[config.mk]
export PLATFORM = sky130hd
export DESIGN_NAME = hazard_ctrl
export DESIGN_NICKNAME = d
export VERILOG_FILES = /design/src/rtl/hazard_ctrl_pkg.sv /design/src/rtl/hazard_decode.sv /design/src/rtl/hazard_ctrl.sv
export SDC_FILE = /design/constraint.sdc
export NUM_CORES = 1
export LEC_CHECK = 0
export ABC_AREA = 1
export BUFFER_PORTS_ARGS = -buffer_cell sky130_fd_sc_hd__buf_2
export CAP_MARGIN = 20
export CORE_AREA = 2 2 106 108
export CTS_CLUSTER_DIAMETER = 120
export DETAILED_ROUTE_END_ITERATION = 7
export DIE_AREA = 0 0 108 110
export PLACE_DENSITY = 0.63
export REMOVE_ABC_BUFFERS = 1
export SLEW_MARGIN = 20
export SYNTH_ARGS = -nofsm -noshare
export SYNTH_HDL_FRONTEND = slang
export SYNTH_HIERARCHICAL = 1
export SYNTH_SLANG_ARGS = --single-unit
[constraint.sdc]
create_clock -name i_clk -period 2.4 [get_ports i_clk]
set_input_delay 0.36 -clock i_clk [delete_from_list [all_inputs] [get_ports i_clk]]
set_output_delay 0.36 -clock i_clk [all_outputs]
set_load 0.01 [all_outputs]
[src/rtl/hazard_ctrl_pkg.sv]
// Shared definitions for the hazard sequencer: RV32 opcodes, PC-select
// encodings, FSM state type, default NOP encoding and a decode helper.
package hazard_ctrl_pkg;

  localparam logic [6:0] OPC_LUI       = 7'b0110111;
  localparam logic [6:0] OPC_AUIPC     = 7'b0010111;
  localparam logic [6:0] OPC_JAL       = 7'b1101111;
  localparam logic [6:0] OPC_JALR      = 7'b1100111;
  localparam logic [6:0] OPC_BRANCH    = 7'b1100011;
  localparam logic [6:0] OPC_LOAD      = 7'b0000011;
  localparam logic [6:0] OPC_STORE     = 7'b0100011;
  localparam logic [6:0] OPC_ARI_ITYPE = 7'b0010011;
  localparam logic [6:0] OPC_ARI_RTYPE = 7'b0110011;

  localparam logic [1:0] PC_SEL_PC4     = 2'd0;
  localparam logic [1:0] PC_SEL_HOLD    = 2'd1;
  localparam logic [1:0] PC_SEL_BR_TGT  = 2'd2;
  localparam logic [1:0] PC_SEL_JMP_TGT = 2'd3;

  // addi x0, x0, 0
  localparam logic [31:0] NOP_INST_DEFAULT = 32'h0000_0013;

  typedef enum logic {
    StRun,
    StBrWait
  } state_e;

  // True for opcodes whose instructions write a destination register.
  function automatic logic opc_writes_rd(input logic [6:0] opc);
    return (opc == OPC_LUI)       || (opc == OPC_AUIPC)     ||
           (opc == OPC_JAL)       || (opc == OPC_JALR)      ||
           (opc == OPC_LOAD)      || (opc == OPC_ARI_ITYPE) ||
           (opc == OPC_ARI_RTYPE);
  endfunction

endpackage

[src/rtl/hazard_decode.sv]
// Combinational instruction decode for the hazard sequencer.
// Ports:
//   i_ex_inst        instruction held in EX
//   i_if_inst        instruction currently out of the icache
//   o_ex_is_branch   EX holds a conditional branch
//   o_ex_is_jump     EX holds JAL or JALR
//   o_ex_writes_rd   EX writes a non-zero destination register
//   o_jalr_raw       IF holds a JALR whose rs1 is produced by the EX instruction
module hazard_decode
  import hazard_ctrl_pkg::*;
(
  input  logic [31:0] i_ex_inst,
  input  logic [31:0] i_if_inst,
  output logic        o_ex_is_branch,
  output logic        o_ex_is_jump,
  output logic        o_ex_writes_rd,
  output logic        o_jalr_raw
);

  logic [6:0] w_ex_opc;
  logic [4:0] w_ex_rd;
  logic [6:0] w_if_opc;
  logic [4:0] w_if_rs1;
  logic       w_unused_bits;

  assign w_ex_opc = i_ex_inst[6:0];
  assign w_ex_rd  = i_ex_inst[11:7];
  assign w_if_opc = i_if_inst[6:0];
  assign w_if_rs1 = i_if_inst[19:15];

  // Remaining instruction fields are irrelevant to hazard detection.
  assign w_unused_bits = ^{i_ex_inst[31:12], i_if_inst[31:20], i_if_inst[14:7]};

  assign o_ex_is_branch = (w_ex_opc == OPC_BRANCH);
  assign o_ex_is_jump   = (w_ex_opc == OPC_JAL) || (w_ex_opc == OPC_JALR);
  assign o_ex_writes_rd = opc_writes_rd(w_ex_opc) && (w_ex_rd != 5'd0);
  assign o_jalr_raw     = (w_if_opc == OPC_JALR) && o_ex_writes_rd && (w_ex_rd == w_if_rs1);

endmodule

[src/rtl/hazard_ctrl.sv]
// Pipeline hazard sequencer for the 3-stage core (IF | EX | WB). Owns the EX
// instruction register, chooses the next-PC source, injects NOPs on killed IF
// slots and keeps a saturating count of those bubbles.
// Ports:
//   i_clk, i_rst     clock, synchronous active-high reset
//   i_stall          cache stall; freezes the controller
//   i_inst_if        instruction out of the icache
//   i_br_valid       branch result valid for the branch in EX
//   i_br_taken       branch outcome (meaningful with i_br_valid)
//   o_ex_inst        registered EX instruction
//   o_nop_sel        IF instruction killed this cycle
//   o_pc_sel         0 PC4, 1 HOLD, 2 BR_TGT, 3 JMP_TGT
//   o_ex_hold        EX keeps its instruction
//   o_nop_count      saturating count of killed IF slots
module hazard_ctrl
  import hazard_ctrl_pkg::*;
#(
  parameter logic [31:0] NOP_INST   = NOP_INST_DEFAULT,
  parameter int unsigned BR_TIMEOUT = 8
) (
  input  logic        i_clk,
  input  logic        i_rst,
  input  logic        i_stall,
  input  logic [31:0] i_inst_if,
  input  logic        i_br_valid,
  input  logic        i_br_taken,
  output logic [31:0] o_ex_inst,
  output logic        o_nop_sel,
  output logic [1:0]  o_pc_sel,
  output logic        o_ex_hold,
  output logic [31:0] o_nop_count
);

  localparam logic [7:0] TimeoutCnt = 8'(BR_TIMEOUT);

  state_e      r_state;
  state_e      w_state_d;
  logic [31:0] r_ex_inst;
  logic [31:0] r_nop_count;
  logic [7:0]  r_wait_cnt;
  logic [7:0]  w_wait_d;

  logic        w_ex_is_branch;
  logic        w_ex_is_jump;
  logic        w_ex_writes_rd;
  logic        w_jalr_raw;
  logic        w_nop_sel;
  logic [1:0]  w_pc_sel;
  logic        w_ex_hold;
  logic [1:0]  w_br_pc;

  hazard_decode u_decode (
    .i_ex_inst      (r_ex_inst),
    .i_if_inst      (i_inst_if),
    .o_ex_is_branch (w_ex_is_branch),
    .o_ex_is_jump   (w_ex_is_jump),
    .o_ex_writes_rd (w_ex_writes_rd),
    .o_jalr_raw     (w_jalr_raw)
  );

  assign w_br_pc = i_br_taken ? PC_SEL_BR_TGT : PC_SEL_PC4;

  always_comb begin
    w_nop_sel = 1'b0;
    w_pc_sel  = PC_SEL_PC4;
    w_ex_hold = 1'b0;
    w_state_d = r_state;
    w_wait_d  = r_wait_cnt;

    if (i_stall) begin
      w_pc_sel  = PC_SEL_HOLD;
      w_ex_hold = 1'b1;
    end else begin
      unique case (r_state)
        StRun: begin
          if (w_ex_is_branch) begin
            w_nop_sel = 1'b1;
            if (i_br_valid) begin
              w_pc_sel = w_br_pc;
            end else begin
              w_pc_sel  = PC_SEL_HOLD;
              w_ex_hold = 1'b1;
              w_state_d = StBrWait;
              w_wait_d  = 8'd1;
            end
          end else if (w_ex_is_jump) begin
            w_nop_sel = 1'b1;
            w_pc_sel  = PC_SEL_JMP_TGT;
          end else if (w_jalr_raw) begin
            // One bubble lets the producer reach WB; the JALR is refetched.
            w_nop_sel = 1'b1;
            w_pc_sel  = PC_SEL_HOLD;
          end
        end
        StBrWait: begin
          w_nop_sel = 1'b1;
          if (i_br_valid) begin
            w_pc_sel  = w_br_pc;
            w_state_d = StRun;
            w_wait_d  = 8'd0;
          end else if (r_wait_cnt == TimeoutCnt) begin
            // Branch unit never answered: fall through as not-taken.
            w_pc_sel  = PC_SEL_PC4;
            w_state_d = StRun;
            w_wait_d  = 8'd0;
          end else begin
            w_pc_sel  = PC_SEL_HOLD;
            w_ex_hold = 1'b1;
            w_wait_d  = r_wait_cnt + 8'd1;
          end
        end
        default: begin
          w_state_d = StRun;
          w_wait_d  = 8'd0;
        end
      endcase
    end
  end

  always_ff @(posedge i_clk) begin
    if (i_rst) begin
      r_state     <= StRun;
      r_ex_inst   <= NOP_INST;
      r_nop_count <= 32'd0;
      r_wait_cnt  <= 8'd0;
    end else if (!i_stall) begin
      r_state    <= w_state_d;
      r_wait_cnt <= w_wait_d;
      if (!w_ex_hold) begin
        r_ex_inst <= w_nop_sel ? NOP_INST : i_inst_if;
      end
      if (w_nop_sel && (r_nop_count != 32'hFFFF_FFFF)) begin
        r_nop_count <= r_nop_count + 32'd1;
      end
    end
  end

  assign o_ex_inst   = r_ex_inst;
  assign o_nop_count = r_nop_count;
  assign o_nop_sel   = w_nop_sel;
  assign o_pc_sel    = w_pc_sel;
  assign o_ex_hold   = w_ex_hold;

endmodule

[Word-level counts from Yosys, hierarchy flattened]
Cells that the tools add are included.
Word-level totals
  register bits after elaboration: 73
  input port bits: 37
  memory bits (read-only): 0
  memories: 0
  RAM bits: 0
  bits in latches: 0
Cells by class
  shifts and indexed selects: 0
  bitwise operators: 3
  muxes and demuxes: 26
  order comparisons: 0
  add/subtract/negate cells: 2
  $mul: 0
  divide/modulo/power cells: 0
  equal/unequal tests: 14
  reduce and logical (&&, ||, !) cells: 15
Operators by type and width (number)
  32-bit by 1-bit adder with 32-bit output, second input constant: 1
  32-bit 2-to-1 mux: 1
  8-bit 2-to-1 mux: 4
  32-bit != test, second input constant: 1
  7-bit == test, second input constant: 4
  8-bit case mux with 2 select lines: 1
  7-bit by 5-bit == test with 1-bit output, second input constant: 2
  7-bit by 6-bit == test with 1-bit output, second input constant: 2
  2-bit 2-to-1 mux: 6
  1-bit 2-to-1 mux: 11
  8-bit by 1-bit adder with 8-bit output, second input constant: 1
  8-bit by 4-bit == test with 1-bit output, second input constant: 1
  7-bit by 2-bit == test with 1-bit output, second input constant: 1
  1-bit logical OR: 7
  5-bit == test: 1
  5-bit nonzero test: 1
  1-bit logical AND: 4
  1-bit case mux with 2 select lines: 2
  2-bit case mux with 2 select lines: 1
  2-bit AND reduction: 2
  1-bit NOT: 3
  3-bit AND reduction: 1
  2-bit by 1-bit != test with 1-bit output, second input constant: 1
  2-bit != test, second input constant: 1

[Depth between registers and ports, before layout]
Gate-level depths: netlist of the first run.
  depth in word-level cells: 17
  mapped depth: 14

[Modules after synthesis]
Netlist of the first run, hierarchy kept.
Modules (own cells, without submodules)
  hazard_ctrl: seq. area each 1461.4 µm², cells an instance 574, instances 1, area an instance 3950.0 µm²
  hazard_decode: seq. area each 0.0 µm², cells an instance 52, instances 1, area an instance 222.7 µm²

[Worst setup path before layout of the first run]
Ideal clock, no wire load.
  kind: flip-flop to flip-flop
  start: register r_ex_inst[4], in the netlist o_ex_inst[4]
  end: register r_ex_inst[2], in the netlist o_ex_inst[2]
  path slack: 529 ps
  required time: 2256 ps
  arrival: 1727 ps
  period minus slack after synthesis: 1871 ps
  cell stages (with the launch flop): 14
  cell sequence: dfxtp_1 > inv_2 > nand2_2 > nor2_1 > nor2_2 > nand2_1 > nor2_2 > nor2_1 > a21oi_4 > inv_1 > buf_4 > buf_6 > nand4_1 > a21oi_1
On the way
  longest elaborated chain between the ends: 16
  elaborated cells between the ends (all ways): 29
Ends and longest elaborated chain
  from (decl): RTL line hazard_ctrl.sv:38  | logic [31:0] r_ex_inst;
  from (signal assigned): RTL line hazard_ctrl.sv:130  | r_ex_inst <= w_nop_sel ? NOP_INST : i_inst_if;
  7-bit by 6-bit == test with 1-bit output or 7-bit by 5-bit == test with 1-bit output (tied branches): RTL line hazard_ctrl_pkg.sv:30  | return (opc == OPC_LUI) || (opc == OPC_AUIPC) ||
  1-bit logical OR (2 in a row): RTL line hazard_ctrl_pkg.sv:30
  1-bit logical OR (2 in a row): RTL line hazard_ctrl_pkg.sv:31  | (opc == OPC_JAL) || (opc == OPC_JALR) ||
  1-bit logical OR: RTL line hazard_ctrl_pkg.sv:32  | (opc == OPC_LOAD) || (opc == OPC_ARI_ITYPE) ||
  1-bit logical OR *: RTL line hazard_ctrl_pkg.sv:32
  1-bit logical AND *: RTL line hazard_decode.sv:36  | assign o_ex_writes_rd = opc_writes_rd(w_ex_opc) && (w_ex_rd != 5'd0);
  1-bit logical AND * (2 in a row): RTL line hazard_decode.sv:37  | assign o_jalr_raw = (w_if_opc == OPC_JALR) && o_ex_writes_rd && (w_ex_rd == w_if_rs1);
  named net w_jalr_raw: RTL line hazard_ctrl.sv:46  | logic w_jalr_raw;
  1-bit 2-to-1 mux *: RTL line hazard_ctrl.sv:89  | end else if (w_jalr_raw) begin
  1-bit 2-to-1 mux *: RTL line hazard_ctrl.sv:86  | end else if (w_ex_is_jump) begin
  1-bit 2-to-1 mux *: RTL line hazard_ctrl.sv:76  | if (w_ex_is_branch) begin
  1-bit case mux with 2 select lines *: RTL line hazard_ctrl.sv:74  | unique case (r_state)
  1-bit 2-to-1 mux *: RTL line hazard_ctrl.sv:70  | if (i_stall) begin
  named net o_nop_sel: RTL line hazard_ctrl.sv:28  | output logic o_nop_sel,
  32-bit 2-to-1 mux *: RTL line hazard_ctrl.sv:130
Mark *: on every way through the listed nets, which the timed path passes. The rest lies on a longest branch.
A chain may end at the register's enable or synchronous reset.

[Worst setup path after layout of the first run]
  start: register r_ex_inst[5], in the netlist o_ex_inst[5]
  end: output o_nop_sel
On the way
  elaborated cells between the ends (all ways): 23
RTL lines
  7-bit == test: RTL line hazard_decode.sv:34  | assign o_ex_is_branch = (w_ex_opc == OPC_BRANCH);
  named net w_ex_is_branch: RTL line hazard_ctrl.sv:43  | logic w_ex_is_branch;
  1-bit 2-to-1 mux: RTL line hazard_ctrl.sv:76
  1-bit case mux with 2 select lines: RTL line hazard_ctrl.sv:74
  1-bit 2-to-1 mux: RTL line hazard_ctrl.sv:70
  to (decl): RTL line hazard_ctrl.sv:28
The timed path passes the listed nets, and every way through them passes these cells.

==> results.py, run 1 <==
metrics = {
    "clock_tree": {
        "ctsHtreeMaxLevel": 3,
        "post-cts-setup-buffers": 0,
        "clkLatencyLatePin_ns": 0.35,
        "cts_tree": "done",
        "postCtsHoldBufs": 0,
        "cts_num_sinks": 73,
        "clk_path_buf_depth": 2,
        "path_clk_slew_ns": 0.09,
        "cts-root-buf": "clkbuf_8",
        "cts_buffers": 9,
    },
    "drt": {
        "routed_wl_um": 11100,
        "post_drt_wl_per_cell_um": 12.8,
        "drt-initial-drc-count": 235,
        "vias_per_cell": 4.86,
        "drc_errors": 0,
        "vias": 4235,
        "drtPass1Iterations": 4,
        "ant_nets": 0,
    },
    "sta": {
        "finalHoldViolCount": 0,
        "fin_tns_setup_ns": 0,
        "tightest_slew_ns": 0.651,
        "setup-violations-final": 0,
        "whs_ns": 0.263,
        "drv_slew": 0,
        "max_slew_margin_pct": 56.5,
        "fmax_ghz": 0.448,
        "fin_crit_ns": 2.23,
        "min_period_over_period_pct": 93.1,
        "rsz0062_at_grt": "no",
        "finClkSkew_ns": 0.0100,
    },
    "grt": {
        "grt_usage_pct": 18.5,
        "grt-ovfl-total": 0,
        "grt_start_max_net_pins": 39,
        "antenna_found_initial": 0,
        "grt_first_pass_wirelength_um": 17600,
        "first_global_vias": 3814,
    },
    "layout": {
        "drive_gt1_share_pct": 25.9,
        "area_growth_pct": 20.2,
        "antenna_cells": 0,
        "layout_common_cells": "207 x nand2_1, 104 x buf_2, 79 x nor2_1",
        "final_common_cell": "nand2_1",
        "final_nets": 766,
    },
    "placed_design": {
        "place_congestion": 0.880,
        "io_buffers": 104,
        "detailed_place_hpwl_um": 8330,
    },
    "synth": {
        "synth_area_per_cell_um2": 6.67,
        "syn_inst": 625,
        "syn_area_mm2": 0.00417,
        "yosys_warnings": 6,
    },
    "setup_path": {
        "setup.worst_path.end_class": "primary output",
        "critical_path_class": "reg2out",
        "required_ns": 2.04,
        "cp_num_buf_inv": 1,
        "reg2reg_depth": 8,
        "cp_cell_sequence": "nand3_1 -> nor3_1 -> nor2_1 -> a21oi_4 -> buf_2",
        "cp_top_family": "simple AND/OR/NAND/NOR gates",
        "crit_fanout": 10,
        "cp_slowest_cell": "dfxtp_1",
        "cp.depth": 5,
        "slowest_delay_ns": 0.42,
        "critPathArrivalTime_ns": 1.87,
        "start_kind": "flip-flop",
    },
    "floorplanning": {
        "die_w_um": 108,
        "start_util_pct": 39.0,
        "core_area_mm2": 0.0107,
        "boundaryPins": 105,
        "die_y_um": 110,
        "num_rows": 38,
        "design.die.area_mm2": 0.0119,
    },
    "worst_hold_path": {
        "hold_depth": 3,
        "min_path_type": "in2reg",
    },
    "power": {
        "power.density_mw_per_mm2": 517,
        "p_leak_nw": 2.15,
        "peakVddDrop_mv": 0.262,
    },
    "run": {
        "cap_viol_max_count": 0,
    },
    "outcome": {
        "outcome": "completed",
    },
}
-- repair_timing --
| item | 4_1_cts | 5_1_grt |
|---|---|---|
| endpoints found under the hold margin | 0 | 0 |
| endpoints found under the setup margin | 0 | 1 |
| resized for setup | 0 | 1 |
-- sequential cells by signal, indices dropped and copies added (netlist names) --
register / count
o_ex_inst: 32
o_nop_count: 32
r_wait_cnt: 8
r_state: 1
-- worst paths after layout --
kind | endpoint | startpoint | slack, ns
setup / recovery | o_nop_sel | o_ex_inst[5]$_SDFFE_PP0P_ | 0.17
hold / removal | o_ex_inst[30]$_SDFFE_PP0P_ | i_inst_if[30] | 0.26
setup reg to reg | o_nop_count[7]$_SDFFE_PP0P_ | o_ex_inst[5]$_SDFFE_PP0P_ | 0.30
hold reg to reg | o_ex_inst[31]$_SDFFE_PP0P_ | o_ex_inst[31]$_SDFFE_PP0P_ | 0.47
-- per-stage QoR --
step	cell area (um^2)	utilization, %	cells	power, W	setup WS [ns]
detailed placement	4790	44.8	855	0.00158	0.229
floorplan	4020	-	603	0.00144	0.371
global placement	4790	44.8	855	0.00157	0.297
finish	5010	46.8	871	0.00259	0.165
CTS	5000	46.8	871	0.00261	0.0560
global route	5010	46.8	871	0.00270	0.0203
-- worst min-delay path, cell delays in order --
cell and delay [ns]:
buf_2 0.09, nand2_1 0.05, o21ai_1 0.06
-- per-layer routing --
| layer | global-route usage, % | up-vias | routed length (um) |
|---|---|---|---|
| li1 | - | 2186 | - |
| met1 | 24.0 | 1928 | 5070 |
| met2 | 31.1 | 115 | 5280 |
| met3 | 4.35 | 6 | 688 |
| met4 | 5.04 | 0 | 104 |
| met5 | 0 | - | 0 |
-- where the power goes --
part	total [W]	internal, W	switching (W)
clock	0.00104	0.000543	0.000495
sequential	0.00128	0.00125	0.0000271
combinational	0.000275	0.000104	0.000171
total	0.00259	0.00189	0.000693
-- final cells by class --
type | instances | area [um^2]
Tap cell | 140 | 175
Multi-Input combinational cell | 477 | 2360
Inverter | 53 | 201
Clock inverter | 5 | 62.6
Clock buffer | 11 | 151
Timing Repair Buffer | 112 | 593
Sequential cell | 73 | 1460
Fill cell | 1138 | 5690
No activity file was read; power rests on OpenSTA's default activity.
==> run 2: changes to the inputs <==
ABC_AREA = 0   (was 1)
CORE_AREA = 2 2 95 97   (was 2 2 106 108)
DIE_AREA = 0 0 97 99   (was 0 0 108 110)
PLACE_DENSITY = 0.67   (was 0.63)
TNS_END_PERCENT = 20   (was default)
clock period = 1.8 ns   (was 2.4 ns; I/O delays follow)
==> results.py, run 2 <==
metrics = {
    "outcome": {
        "outcome": "finished, violations left",
        "violations": "setup timing",
    },
    "sta": {
        "fmax_ghz": 0.411,
        "whs_ns": 0.108,
        "max_slew_margin_pct": 68.4,
        "timing.final.ws_setup_ns": -0.636,
        "fin_tns_setup_ns": -31.11,
        "rsz0062_at_grt": "yes",
        "tightest_slew_ns": 0.472,
        "fin_crit_ns": 2.44,
        "min_period_over_period_pct": 135,
        "drv_slew": 0,
        "finClkSkew_ns": 0.0123,
        "finalHoldViolCount": 0,
        "setup-violations-final": 76,
    },
    "layout": {
        "drive_gt1_share_pct": 49.4,
        "seq_area_mm2": 0.00147,
        "fill_cells": 708,
        "final_common_cell": "buf_2",
        "antenna_cells": 0,
        "layout_common_cells": "104 x buf_2, 96 x buf_4, 67 x dfxtp_1",
        "final_nets": 620,
        "multiInputGateArea_mm2": 0.00197,
        "area_growth_pct": 57.6,
    },
    "drt": {
        "drt-initial-drc-count": 161,
        "routed_wl_um": 10300,
        "vias_per_cell": 5.33,
        "drc_errors": 0,
        "post_drt_wl_per_cell_um": 14.8,
        "ant_nets": 0,
        "vias": 3693,
        "drtPass1Iterations": 5,
    },
    "floorplanning": {
        "die_w_um": 97,
        "die_y_um": 99,
        "core_area_mm2": 0.00855,
        "num_rows": 34,
        "design.die.area_mm2": 0.00960,
        "start_util_pct": 39.2,
        "boundaryPins": 105,
    },
    "setup_path": {
        "setup.worst_path.end_class": "primary output",
        "crit_fanout": 2,
        "required_ns": 1.53,
        "critPathArrivalTime_ns": 2.17,
        "critical_path_class": "reg2out",
        "start_kind": "flip-flop",
    },
    "synth": {
        "synth_top_cell_by_area": "dfxtp_1",
        "synth_area_per_cell_um2": 9.00,
        "ys_seq_elements": 73,
        "yosys_warnings": 6,
        "synth_common_cells": "73 x dfxtp_1, 29 x a22o_1, 28 x a21oi_1, 28 x nand2_1, 27 x nor2_1",
        "synth_area_leaders": "dfxtp_1 44%, a22o_1 7.6%, a21oi_1 4.2%",
        "ys_types": 47,
        "async_reset_ff_share_pct": 0,
        "syn_area_mm2": 0.00335,
        "yosysSeqAreaShare_pct": 43.6,
        "synth.most_common_cell": "dfxtp_1",
        "synth-edff-count": 0,
        "synth_top_area_share_pct": 43.6,
        "yosys_most_used_dff": "dfxtp_1",
        "syn_inst": 372,
    },
    "worst_hold_path": {
        "min_path_type": "in2reg",
    },
    "run": {
        "cap_viol_max_count": 0,
    },
    "clock_tree": {
        "cts_num_sinks": 73,
        "cts_tree": "done",
        "clk_path_buf_depth": 2,
        "cts_buffers": 9,
        "ctsHtreeMaxLevel": 3,
        "cts-root-buf": "clkbuf_8",
        "path_clk_slew_ns": 0.09,
        "clkLatencyLatePin_ns": 0.36,
        "postCtsHoldBufs": 0,
    },
    "power": {
        "peakVddDrop_mv": 0.497,
        "power.density_mw_per_mm2": 704,
        "p_leak_nw": 2.37,
    },
    "grt": {
        "use_met3_pct": 5.82,
        "grt_first_pass_wirelength_um": 16400,
        "grt-ovfl-total": 0,
        "grtUsageMet2_pct": 36.9,
        "busiest_layer": "met2",
        "first_global_vias": 3704,
        "use_met1_pct": 23.9,
        "grt_usage_pct": 20.8,
        "grt_start_max_net_pins": 30,
        "antenna_found_initial": 0,
    },
    "placed_design": {
        "detailed_place_hpwl_um": 7260,
        "place_congestion": 0.810,
        "io_buffers": 104,
    },
}
run 2: final cells by class:
class | instances | share of cell area (%)
inverters | 14 | 0.995
multi-input cells | 269 | 37.2
flip-flops and latches | 73 | 27.8
clock buffers | 10 | 2.61
well taps | 108 | 2.56
repair buffers | 213 | 26.6
clock inverters | 6 | 2.18
run 2: stage by stage:
step / cells / util [%] / setup WS (ns) / cell area, um^2 / power [W]
after floorplan: 356 / - / -2.11 / 3280 / 0.00187
after global placement: 665 / 55.0 / -0.915 / 4700 / 0.00207
after detailed placement: 665 / 55.0 / -1.01 / 4700 / 0.00208
after CTS: 687 / 59.4 / -0.635 / 5070 / 0.00370
after global routing: 693 / 61.8 / -0.743 / 5280 / 0.00386
final: 693 / 61.8 / -0.636 / 5280 / 0.00372
run 2: cells by family after synthesis:
logic type	after synthesis	share of synthesized area [%]
and+or+nand+nor	151	26.8
AOI/OAI and AO/OA	98	20.2
DFF	73	43.6
buffers and inverters	30	3.59
xor gates and xnor gates	13	3.40
muxes	4	1.31
adders and majority gates	3	1.12
run 2: per-layer routing:
layer	share of wire (%)	wire [um]
met1	43	4380
met2	50	5080
met3	6.4	660
met4	1.2	126
met5	0	0
run 2: worst paths after layout:
check	cells past startpoint	from	to	slack [ns]
hold reg to reg	1	o_ex_inst[19]$_SDFFE_PP0P_	o_ex_inst[19]$_SDFFE_PP0P_	0.48
hold / removal	2	i_inst_if[12]	o_ex_inst[12]$_SDFFE_PP0P_	0.11
setup / recovery	8	o_ex_inst[8]$_SDFFE_PP0P_	o_nop_sel	-0.64
setup reg to reg	10	o_ex_inst[8]$_SDFFE_PP0P_	o_nop_count[7]$_SDFFE_PP0P_	-0.62
run 2: worst max-delay path, cell delays in order (launching register included):
cell,delay (ns)
dfxtp_2,0.33
or4_4,0.54
nor2_4,0.10
a211oi_2,0.04
and4_4,0.18
or2_4,0.25
o21ai_4,0.16
inv_2,0.08
buf_6,0.12
run 2: where the power goes:
group	switching, W	leakage [nW]	internal (W)	total, W
clock network	0.000663	0.123	0.000963	0.00163
logic	0.000201	1.65	0.000200	0.000401
registers	0.0000282	0.595	0.00166	0.00169
run 2: repair_timing:
item	in CTS	in global routing
endpoints found under the setup margin	75	77
buffers inserted	6	6
pin swaps	14	37
gates cloned	0	1
gates resized for setup	18	45
hold endpoints to repair	0	0
==> run 3: changes to the inputs <==
CORE_AREA = 2 2 96 98   (was 2 2 95 97)
DIE_AREA = 0 0 98 100   (was 0 0 97 99)
SYNTH_HIERARCHICAL = default   (was 1)
==> results.py, run 3 <==
metrics = {
    "grt": {
        "antenna_found_initial": 0,
        "grt_usage_pct": 21.4,
        "first_global_vias": 3564,
        "busiest_layer": "met2",
        "grt_start_max_net_pins": 33,
        "use_met3_pct": 3.55,
        "use_met1_pct": 28.5,
        "grt-ovfl-total": 0,
        "grtUsageMet2_pct": 35.2,
        "grt_first_pass_wirelength_um": 17100,
    },
    "power": {
        "combPwrFrac_pct": 13.5,
        "switchingPower_w": 0.000926,
        "p_clk_share_pct": 39.5,
        "switching_share_pct": 25.6,
        "p_int_w": 0.00269,
        "power.total_w": 0.00361,
        "peakVddDrop_mv": 0.435,
        "power.density_mw_per_mm2": 662,
        "seq_power_share_pct": 47.0,
        "p_leak_nw": 2.38,
    },
    "clock_tree": {
        "ctsHtreeMaxLevel": 3,
        "cts_num_sinks": 73,
        "cts-root-buf": "clkbuf_8",
        "clk_path_buf_depth": 2,
        "postCtsHoldBufs": 0,
        "cts_buffers": 9,
        "clkLatencyLatePin_ns": 0.35,
        "path_clk_slew_ns": 0.08,
        "cts_tree": "done",
    },
    "layout": {
        "final_common_cell": "buf_4",
        "layout_common_cells": "105 x buf_4, 103 x buf_2, 62 x dfxtp_1",
        "finish.instance_area_mm2": 0.00546,
        "fill_cells": 730,
        "final_nets": 631,
        "drive_gt1_share_pct": 52.3,
        "area_growth_pct": 60.0,
        "utilization_pct": 61.4,
        "antenna_cells": 0,
    },
    "setup_path": {
        "reg2reg_depth": 9,
        "required_ns": 1.53,
        "slowest_delay_ns": 0.34,
        "cp.depth": 7,
        "setup.worst_path.end_class": "primary output",
        "critical_path_class": "reg2out",
        "crit_fanout": 6,
        "cp_num_buf_inv": 2,
        "cp_cell_sequence": "xor2_1 -> nor4_2 -> nand4_1 -> buf_6 -> o211a_4 -> nor2_2 -> buf_2",
        "cp_slowest_cell": "dfxtp_2",
        "start_kind": "flip-flop",
        "critPathArrivalTime_ns": 1.94,
        "cp_top_family": "simple AND/OR/NAND/NOR gates",
    },
    "worst_hold_path": {
        "min_path_type": "in2reg",
        "hold_depth": 2,
    },
    "synth": {
        "syn_area_mm2": 0.00341,
        "yosys_warnings": 0,
        "synth_top_area_share_pct": 42.8,
        "synth_top_cell_by_area": "dfxtp_1",
        "synth_common_cells": "73 x dfxtp_1, 35 x nor2_1, 29 x a22o_1",
        "synth_area_leaders": "dfxtp_1 43%, a22o_1 7.4%, mux2_2 4.3%",
        "yosys_most_used_dff": "dfxtp_1",
        "synth_area_per_cell_um2": 9.00,
        "ys_seq_elements": 73,
        "synth.most_common_cell": "dfxtp_1",
        "yosysSeqAreaShare_pct": 42.8,
        "syn_inst": 379,
        "async_reset_ff_share_pct": 0,
        "synth-edff-count": 0,
        "ys_types": 46,
    },
    "sta": {
        "rsz0062_at_grt": "yes",
        "min_period_over_period_pct": 123,
        "max_slew_margin_pct": 78.1,
        "timing.final.ws_setup_ns": -0.408,
        "fin_tns_setup_ns": -19.18,
        "fin_crit_ns": 2.21,
        "setup-violations-final": 68,
        "drv_slew": 0,
        "tightest_slew_ns": 0.327,
        "finalHoldViolCount": 0,
        "finClkSkew_ns": 0.0113,
        "fmax_ghz": 0.453,
    },
    "drt": {
        "vias_per_cell": 5.40,
        "routed_wl_um": 11000,
        "vias": 3817,
        "drtPass1Iterations": 4,
        "drt-initial-drc-count": 163,
        "ant_nets": 0,
        "drc_errors": 0,
        "post_drt_wl_per_cell_um": 15.6,
    },
    "placed_design": {
        "postPlaceCellArea_mm2": 0.00478,
        "place_congestion": 0.844,
        "io_buffers": 104,
        "detailed_place_hpwl_um": 7050,
    },
    "floorplanning": {
        "num_rows": 35,
        "boundaryPins": 105,
        "start_util_pct": 38.4,
        "design.die.area_mm2": 0.00980,
        "die_y_um": 100,
        "die_w_um": 98,
        "core_area_mm2": 0.00889,
    },
    "run": {
        "cap_viol_max_count": 0,
    },
    "outcome": {
        "violations": "setup timing",
        "outcome": "finished, violations left",
    },
}
==> run 3: routing by layer <==
metal	wire length (um)	share of wire (%)
met3	621	5.6
met5	0	0
met1	5050	46
met2	5170	47
met4	186	1.7
==> run 3: logic make-up after synthesis <==
family	Yosys count	synth area share (%)
AND/OR/NAND/NOR	168	27.4
AO/OA/AOI/OAI	83	17.8
flip-flops	73	42.8
buffers and inverters	28	3.70
multiplexers	14	4.58
XOR/XNOR	10	2.57
adder cells (fa/ha/maj)	3	1.10
==> run 3: power groups by stage <==
stage	Combinational, W	Sequential (W)	Clock (W)
after floorplan	0.000129	0.00175	0
after global placement	0.000380	0.00173	0
after detailed placement	0.000385	0.00173	0
after CTS	0.000450	0.00170	0.00146
after global routing	0.000525	0.00170	0.00150
final	0.000488	0.00170	0.00143
==> run 3: what timing repair did <==
action | 4_1_cts | 5_1_grt
pin swaps | 28 | 12
hold endpoints to repair | 0 | 0
cloned | 3 | 2
resized for setup | 46 | 33
setup buffers | 10 | 3
endpoints found under the setup margin | 70 | 75
==> run 3: worst reg2reg max path, cell delays in order (launching register included) <==
cell and delay [ns]:
dfxtp_2 0.34, xor2_1 0.16, nor4_2 0.29, nand4_1 0.14
buf_6 0.17, o211a_4 0.26, buf_4 0.14, buf_6 0.12
or3_4 0.38, a21oi_2 0.13
==> run 3: final cells by class <==
type | instances | area [um^2] | area share (%)
Inverter | 5 | 18.8 | 0.344
Tap cell | 111 | 139 | 2.54
Sequential cell | 73 | 1490 | 27.2
Clock buffer | 9 | 124 | 2.27
Clock inverter | 7 | 95.1 | 1.74
Timing Repair Buffer | 220 | 1480 | 27.1
Multi-Input combinational cell | 282 | 2120 | 38.8
==> run 3: worst paths after layout <==
kind / from / to / slack, ns
max reg2reg: o_ex_inst[11]$_SDFFE_PP0P_ / o_nop_count[31]$_SDFFE_PP0P_ / -0.38
min reg2reg: o_ex_inst[30]$_SDFFE_PP0P_ / o_ex_inst[30]$_SDFFE_PP0P_ / 0.48
max: o_ex_inst[11]$_SDFFE_PP0P_ / o_nop_sel / -0.41
min: i_inst_if[12] / o_ex_inst[12]$_SDFFE_PP0P_ / 0.13
==> run 3: per-stage QoR <==
stage	std cells	setup slack, ns	hold slack [ns]
after floorplan	356	-0.684	0.339
after global placement	674	-0.441	0.452
after detailed placement	674	-0.464	0.453
after CTS	703	-0.446	0.119
after global routing	707	-0.474	0.128
final	707	-0.408	0.132
